**config.mk**
```make
export PLATFORM = sky130hd
export DESIGN_NAME = uart_tx_flat
export DESIGN_NICKNAME = d
export VERILOG_FILES = /design/src/rtl/uart_pkg.sv /design/src/rtl/uart_tx_if.sv /design/src/rtl/uart_tx_fsm.sv /design/src/rtl/uart_tx.sv /design/src/flat_wrapper.sv
export SDC_FILE = /design/constraint.sdc
export NUM_CORES = 1
export LEC_CHECK = 0
export ABC_AREA = 1
export ABC_CLOCK_PERIOD_IN_PS = 1700
export CORE_ASPECT_RATIO = 1.25
export CORE_UTILIZATION = 50
export DETAILED_ROUTE_END_ITERATION = 6
export PLACE_DENSITY_LB_ADDON = 0.3
export RECOVER_POWER = 25
export SYNTH_ARGS = -nofsm -noshare
export SYNTH_HDL_FRONTEND = slang
export SYNTH_HIERARCHICAL = 1
export SYNTH_SLANG_ARGS = --single-unit
```
**constraint.sdc**
```tcl
create_clock -name CLK -period 1.7 [get_ports CLK]
set_input_delay 0.17 -clock CLK [delete_from_list [all_inputs] [get_ports CLK]]
set_output_delay 0.17 -clock CLK [all_outputs]
set_load 0.005 [all_outputs]
```
**src/rtl/uart_pkg.sv**
```systemverilog
// Shared UART definitions used by both the transmitter and the receiver.
package uart_pkg;

  // TX frame states. The three unused encodings fall back to IDLE.
  typedef enum logic [2:0] {
    TX_IDLE   = 3'd0,
    TX_START  = 3'd1,
    TX_DATA   = 3'd2,
    TX_PARITY = 3'd3,
    TX_STOP   = 3'd4
  } tx_state_e;

  // Source of the next line value, decoded from the next state.
  // STOP shares the idle level, so it uses SEL_IDLE.
  typedef enum logic [1:0] {
    SEL_IDLE  = 2'd0,
    SEL_START = 2'd1,
    SEL_DATA  = 2'd2,
    SEL_PAR   = 2'd3
  } tx_sel_e;

  localparam logic UART_IDLE_LEVEL  = 1'b1;
  localparam logic UART_START_LEVEL = 1'b0;

endpackage

```
**src/rtl/uart_tx_if.sv**
```systemverilog
// Controller <-> transmitter bundle: byte handshake in, serial line and busy out.
interface uart_tx_if #(parameter int DATA_WIDTH = 8);
  logic [DATA_WIDTH-1:0] P_DATA;
  logic                  Data_Valid;
  logic                  PAR_EN;
  logic                  PAR_TYP;
  logic                  TX_OUT;
  logic                  busy;

  modport master (output P_DATA, Data_Valid, PAR_EN, PAR_TYP,
                  input  TX_OUT, busy);
  modport slave  (input  P_DATA, Data_Valid, PAR_EN, PAR_TYP,
                  output TX_OUT, busy);
endinterface

```
**src/rtl/uart_tx_fsm.sv**
```systemverilog
// Frame sequencer: state register, next-state logic and decode of the
// busy / line-select values that the top registers alongside the state.
module uart_tx_fsm
  import uart_pkg::*;
(
  input  logic    CLK,
  input  logic    RST,
  input  logic    i_data_valid,
  input  logic    i_cnt_last,
  input  logic    i_par_en,
  output logic    o_accept,
  output logic    o_in_start,
  output logic    o_in_data,
  output logic    o_busy_nxt,
  output tx_sel_e o_sel_nxt
);

  tx_state_e r_state;
  tx_state_e w_state_nxt;
  logic      w_accept;

  // A new byte is taken only when the line is idle or finishing a stop bit.
  assign w_accept   = i_data_valid && ((r_state == TX_IDLE) || (r_state == TX_STOP));
  assign o_accept   = w_accept;
  assign o_in_start = (r_state == TX_START);
  assign o_in_data  = (r_state == TX_DATA);

  // State register, asynchronously cleared to IDLE.
  always_ff @(posedge CLK or negedge RST) begin
    if (!RST) r_state <= TX_IDLE;
    else      r_state <= w_state_nxt;
  end

  // Next-state: illegal encodings recover to IDLE.
  always_comb begin
    w_state_nxt = TX_IDLE;
    case (r_state)
      TX_IDLE:   w_state_nxt = w_accept ? TX_START : TX_IDLE;
      TX_START:  w_state_nxt = TX_DATA;
      TX_DATA:   w_state_nxt = i_cnt_last ? (i_par_en ? TX_PARITY : TX_STOP) : TX_DATA;
      TX_PARITY: w_state_nxt = TX_STOP;
      TX_STOP:   w_state_nxt = w_accept ? TX_START : TX_IDLE;
      default:   w_state_nxt = TX_IDLE;
    endcase
  end

  // Output decode from the next state so the top can register TX_OUT/busy.
  always_comb begin
    o_busy_nxt = 1'b1;
    o_sel_nxt  = SEL_IDLE;
    case (w_state_nxt)
      TX_IDLE:   o_busy_nxt = 1'b0;
      TX_START:  o_sel_nxt  = SEL_START;
      TX_DATA:   o_sel_nxt  = SEL_DATA;
      TX_PARITY: o_sel_nxt  = SEL_PAR;
      TX_STOP:   o_sel_nxt  = SEL_IDLE;
      default:   o_busy_nxt = 1'b0;
    endcase
  end

endmodule

```
**src/rtl/uart_tx.sv**
```systemverilog
// UART transmitter: start bit, DATA_WIDTH data bits LSB first, optional
// parity, stop bit; one bit per CLK cycle. TX_OUT and busy are registered.
module uart_tx
  import uart_pkg::*;
#(
  parameter int DATA_WIDTH = 8
) (
  input  logic     CLK,
  input  logic     RST,
  uart_tx_if.slave bus
);

  localparam int            CW   = (DATA_WIDTH > 1) ? $clog2(DATA_WIDTH) : 1;
  localparam logic [CW-1:0] LAST = CW'(DATA_WIDTH - 1);

  logic [DATA_WIDTH-1:0] r_shift;
  logic [CW-1:0]         r_cnt;
  logic                  r_par_en;
  logic                  r_par;
  logic                  r_tx_out;
  logic                  r_busy;

  logic [DATA_WIDTH-1:0] w_shift_nxt;
  logic                  w_par_nxt;
  logic                  w_line_nxt;
  logic                  w_accept;
  logic                  w_in_start;
  logic                  w_in_data;
  logic                  w_busy_nxt;
  tx_sel_e               w_sel_nxt;

  uart_tx_fsm u_fsm (
    .CLK          (CLK),
    .RST          (RST),
    .i_data_valid (bus.Data_Valid),
    .i_cnt_last   (r_cnt == LAST),
    .i_par_en     (r_par_en),
    .o_accept     (w_accept),
    .o_in_start   (w_in_start),
    .o_in_data    (w_in_data),
    .o_busy_nxt   (w_busy_nxt),
    .o_sel_nxt    (w_sel_nxt)
  );

  // Next shift/parity contents; the line flop looks ahead at these so that
  // the bit presented after an edge is the one belonging to the new state.
  always_comb begin
    w_shift_nxt = r_shift;
    w_par_nxt   = r_par;
    if (w_accept) begin
      w_shift_nxt = bus.P_DATA;
      w_par_nxt   = (^bus.P_DATA) ^ bus.PAR_TYP;
    end else if (w_in_data) begin
      w_shift_nxt = r_shift >> 1;
    end
  end

  // Line value for the next state.
  always_comb begin
    w_line_nxt = UART_IDLE_LEVEL;
    case (w_sel_nxt)
      SEL_IDLE:  w_line_nxt = UART_IDLE_LEVEL;
      SEL_START: w_line_nxt = UART_START_LEVEL;
      SEL_DATA:  w_line_nxt = w_shift_nxt[0];
      SEL_PAR:   w_line_nxt = w_par_nxt;
      default:   w_line_nxt = UART_IDLE_LEVEL;
    endcase
  end

  // Datapath and output flops; reset drives the line high immediately.
  always_ff @(posedge CLK or negedge RST) begin
    if (!RST) begin
      r_shift  <= '0;
      r_cnt    <= '0;
      r_par_en <= 1'b0;
      r_par    <= 1'b0;
      r_tx_out <= UART_IDLE_LEVEL;
      r_busy   <= 1'b0;
    end else begin
      r_shift  <= w_shift_nxt;
      r_par    <= w_par_nxt;
      r_tx_out <= w_line_nxt;
      r_busy   <= w_busy_nxt;
      if (w_accept)        r_par_en <= bus.PAR_EN;
      if (w_in_start)      r_cnt    <= '0;
      else if (w_in_data)  r_cnt    <= r_cnt + 1'b1;
    end
  end

  assign bus.TX_OUT = r_tx_out;
  assign bus.busy   = r_busy;

endmodule
```
**src/flat_wrapper.sv**
```systemverilog
// flat-port wrapper written by rule: the top's interface ports become plain ports
module uart_tx_flat import uart_pkg::*;
#(
  parameter int DATA_WIDTH = 8
)
  (CLK, RST, bus_P_DATA, bus_Data_Valid, bus_PAR_EN, bus_PAR_TYP, bus_TX_OUT, bus_busy);
  uart_tx_if #(.DATA_WIDTH(DATA_WIDTH)) bus_i ();
  input  logic CLK;
  input  logic RST;
  input wire logic [$bits(bus_i.P_DATA)-1:0] bus_P_DATA;
  input wire logic [$bits(bus_i.Data_Valid)-1:0] bus_Data_Valid;
  input wire logic [$bits(bus_i.PAR_EN)-1:0] bus_PAR_EN;
  input wire logic [$bits(bus_i.PAR_TYP)-1:0] bus_PAR_TYP;
  output wire logic [$bits(bus_i.TX_OUT)-1:0] bus_TX_OUT;
  output wire logic [$bits(bus_i.busy)-1:0] bus_busy;
  assign bus_i.P_DATA = bus_P_DATA;
  assign bus_i.Data_Valid = bus_Data_Valid;
  assign bus_i.PAR_EN = bus_PAR_EN;
  assign bus_i.PAR_TYP = bus_PAR_TYP;
  assign bus_TX_OUT = bus_i.TX_OUT;
  assign bus_busy = bus_i.busy;
  uart_tx #(.DATA_WIDTH(DATA_WIDTH)) u_core (.CLK(CLK), .RST(RST), .bus(bus_i));
endmodule
```
==> results of run 1 <==
layer usage:
| metal | wire length (um) | vias up |
|---|---|---|
| met5 | 0 | - |
| met3 | 45 | 4 |
| met2 | 977 | 14 |
| met1 | 830 | 395 |
| met4 | 51 | 0 |
| li1 | - | 461 |
power groups by stage:
stage / combinational (mW) / clock [mW] / sequential [mW]
after floorplan: 0.615 / 0 / 0.727
after global placement: 0.781 / 0 / 0.739
after detailed placement: 0.819 / 0 / 0.749
after CTS: 0.821 / 0.269 / 0.741
after global routing: 0.946 / 0.284 / 0.763
final: 0.812 / 0.265 / 0.739
metrics by stage:
step	cell area, sq um	utilization [%]	setup WS, ns	hold WS, ns
6_report	1220	65.7	0.212	0.198
5_1_grt	1220	65.7	0.0503	0.209
4_1_cts	1220	65.9	0.193	0.133
3_5_place_dp	1180	64.0	0.214	0.462
3_3_place_gp	1180	64.0	0.268	0.459
2_1_floorplan	1020	-	0.381	-0.126
placed cells by master, fill, tap and decap left out, types with 2 or more instances in the layout:
cell type	n
nand2_1	38
nor2_2	2
clkdlybuf4s50_1	13
nor2_1	6
inv_2	7
o211ai_1	2
clkbuf_4	3
o21ai_1	2
buf_4	2
ha_1	2
nand3_1	15
nand2_2	6
a21oi_1	6
dfrtp_1	17
inv_1	16
area by class of cell:
class | count | area share (%)
inverter | 24 | 7.61
sequential | 18 | 37.1
clock buffer | 4 | 2.98
multi-input combinational | 90 | 37.2
timing repair buffer | 17 | 13.1
tap | 19 | 1.95
final timing paths:
check | slack, ns | end | from | depth (start not counted)
worst min register to register | 0.54 | u_core/r_cnt[2] | u_core/r_cnt[2] | 2
worst max-delay path | 0.21 | u_core/bus.TX_OUT | u_core/r_cnt[0] | 8
max in group asynchronous | 0.67 | u_core/r_shift[2] | RST | 2
worst min-delay path | 0.20 | u_core/r_shift[0] | RST | 1
worst max register to register | 0.21 | u_core/bus.TX_OUT | u_core/r_cnt[0] | 8
min in group CLK | 0.44 | u_core/r_par_en | bus_PAR_EN | 3
kinds of logic after synthesis:
kind of cell | synth area share (%)
compound gates | 9.68
xor+xnor | 1.72
fa+ha+maj | 2.45
buf+inv | 11.4
flops | 44.2
simple gates | 30.5
sequential cells by signal, summed over array words and instances (netlist names):
signal / cells
u_core/r_shift: 8
u_core/r_cnt: 3
u_core/u_fsm/r_state: 3
u_core/bus.TX_OUT: 1
u_core/bus.busy: 1
u_core/r_par: 1
u_core/r_par_en: 1
==> results.yml, run 1 <==
pwr:
  p_switching_mw: 0.709
  power_mw: 1.82
  internal_power_mw: 1.11
  clkPwrFrac_pct: 14.6
  swShare_pct: 39.0
  max-vdd-ir-drop_mv: 0.746
  power_density_nw_per_um2: 1490
  power_leakage_nw: 0.646
  combPwrFrac_pct: 44.7
  seqPwrFrac_pct: 40.7
timing:
  skew_ns: 0.00102
  fmax_mhz: 672
  post-route-period-util_pct: 87.5
  hold_viol_final: 0
  setup_viol: 0
  slew_headroom_pct: 60.1
  rsz0062_at_grt: "no"
  worst_slew_pin_slew_ns: 0.598
  tns_ns: 0
  slew_viol_final: 0
  finalCriticalPeriod_ns: 1.49
clocking:
  cts.root.buffer_cell: "clkbuf_4"
  cts_buffers: 3
  clk_latency_ns: 0.30
  cts_buffer_depth: 2
  cts_setup_buffers: 0
  htree_num_levels: 1
  cts_hold_buf: 0
  cts.sinks: 18
  cts_tree: "built"
  cts_resized: 0
  path_clk_slew_ns: 0.10
placed_design:
  gp_congestion: 0.768
  dp_cells: 168
  port_buffers: 14
  dpl.hpwl_um: 1510
setup_path:
  cpPeakStageDelay_ns: 0.41
  crit_chain: "ha_1, ha_1, nand2_1, nand3_1, nand2_1, inv_1, o21bai_1, nand2_1"
  worstSetupPathType: "reg -> reg"
  crit_slowest_cell: "dfrtp_1"
  required_ns: 1.94
  crit_top_cell: "nand2_1"
  crit_arrival_ns: 1.73
  cp.buffers_inverters: 1
  path_max_fanout: 3
  crit_family: "adder cells"
  cp-start-kind: "register"
  crit_path_end_kind: "register"
layout:
  multi_input_area_sq_um: 453
  drive_gt1_share_pct: 16.3
  area_delta_synth_final_pct: 19.1
  nFillCells: 159
  finalNetCount: 169
  antenna_cells: 0
  final-seq-area_sq_um: 452
  final_cells: 172
grt:
  grt_use_total_pct: 20.8
  use_met1_pct: 23.2
  grt_start_max_net_pins: 14
  grtUsageMet2_pct: 36.4
  antenna_found_initial: 0
  grt_pass1_wl_um: 3350
  grt_pass1_vias: 803
  busiest_layer: "met2"
  grt_util_met3_pct: 4.14
  grt-ovfl-total: 0
die:
  rows: 17
  dieArea_sq_um: 2230
  die_w_um: 42.4
  die_y_um: 52.5
  core_area_sq_um: 1850
  start_util_pct: 55.2
  ios: 15
yosys:
  yosys-top-cells-count: "nand2_1 (38), dfrtp_1 (17), inv_1 (16)"
  ys_seq_elements: 18
  synth.most_common_cell: "nand2_1"
  synth_area_leaders: "dfrtp_1 (42%), nand2_1 (14%), nand3_1 (7.4%)"
  netlist_instances: 135
  synth_flop_cell: "dfrtp_1"
  ys_seq_area_share_pct: 44.2
  synth_top_area_share_pct: 41.7
  yosysWarningCount: 6
  syn_area_per_cell_sq_um: 7.56
  syn_nets: 150
  synthesis.area_sq_um: 1020
  async_flop_share_pct: 100
  synth_cell_type_count: 28
  synth-edff-count: 0
  synth_largest_area_cell: "dfrtp_1"
drt:
  post_drt_wl_per_cell_um: 11.1
  vias_per_cell: 5.08
  drc: 0
  drt-total-wl_um: 1900
  vias: 874
  dr.pass1.iters: 4
  antenna_violating_nets_post_route: 0
  drt_iter0_drc: 13
hold_path:
  hp-class: "in -> async"
run_status:
  status: "complete, no violations"
run:
  maxCapViolCount: 0
Note: power is estimated with default switching activity, not from simulation.
==> inputs of run 2 (changes only) <==
--- a/config.mk
+++ b/config.mk
@@ -9,6 +9,7 @@
 export ABC_CLOCK_PERIOD_IN_PS = 1700
 export CORE_ASPECT_RATIO = 1.25
 export CORE_UTILIZATION = 50
+export CTS_CLUSTER_SIZE = 40
 export DETAILED_ROUTE_END_ITERATION = 6
 export PLACE_DENSITY_LB_ADDON = 0.3
 export RECOVER_POWER = 25
==> results of run 2 <==
The final DEF is identical to that of run 1; final timing and power are the same.
==> inputs of run 3 (changes only) <==
--- a/config.mk
+++ b/config.mk
@@ -7,6 +7,7 @@
 export LEC_CHECK = 0
 export ABC_AREA = 1
 export ABC_CLOCK_PERIOD_IN_PS = 1700
+export CAP_MARGIN = 10
 export CORE_ASPECT_RATIO = 1.25
 export CORE_UTILIZATION = 50
 export CTS_CLUSTER_SIZE = 40
==> results of run 3 <==
The final DEF is identical to that of run 1; final timing and power are the same.
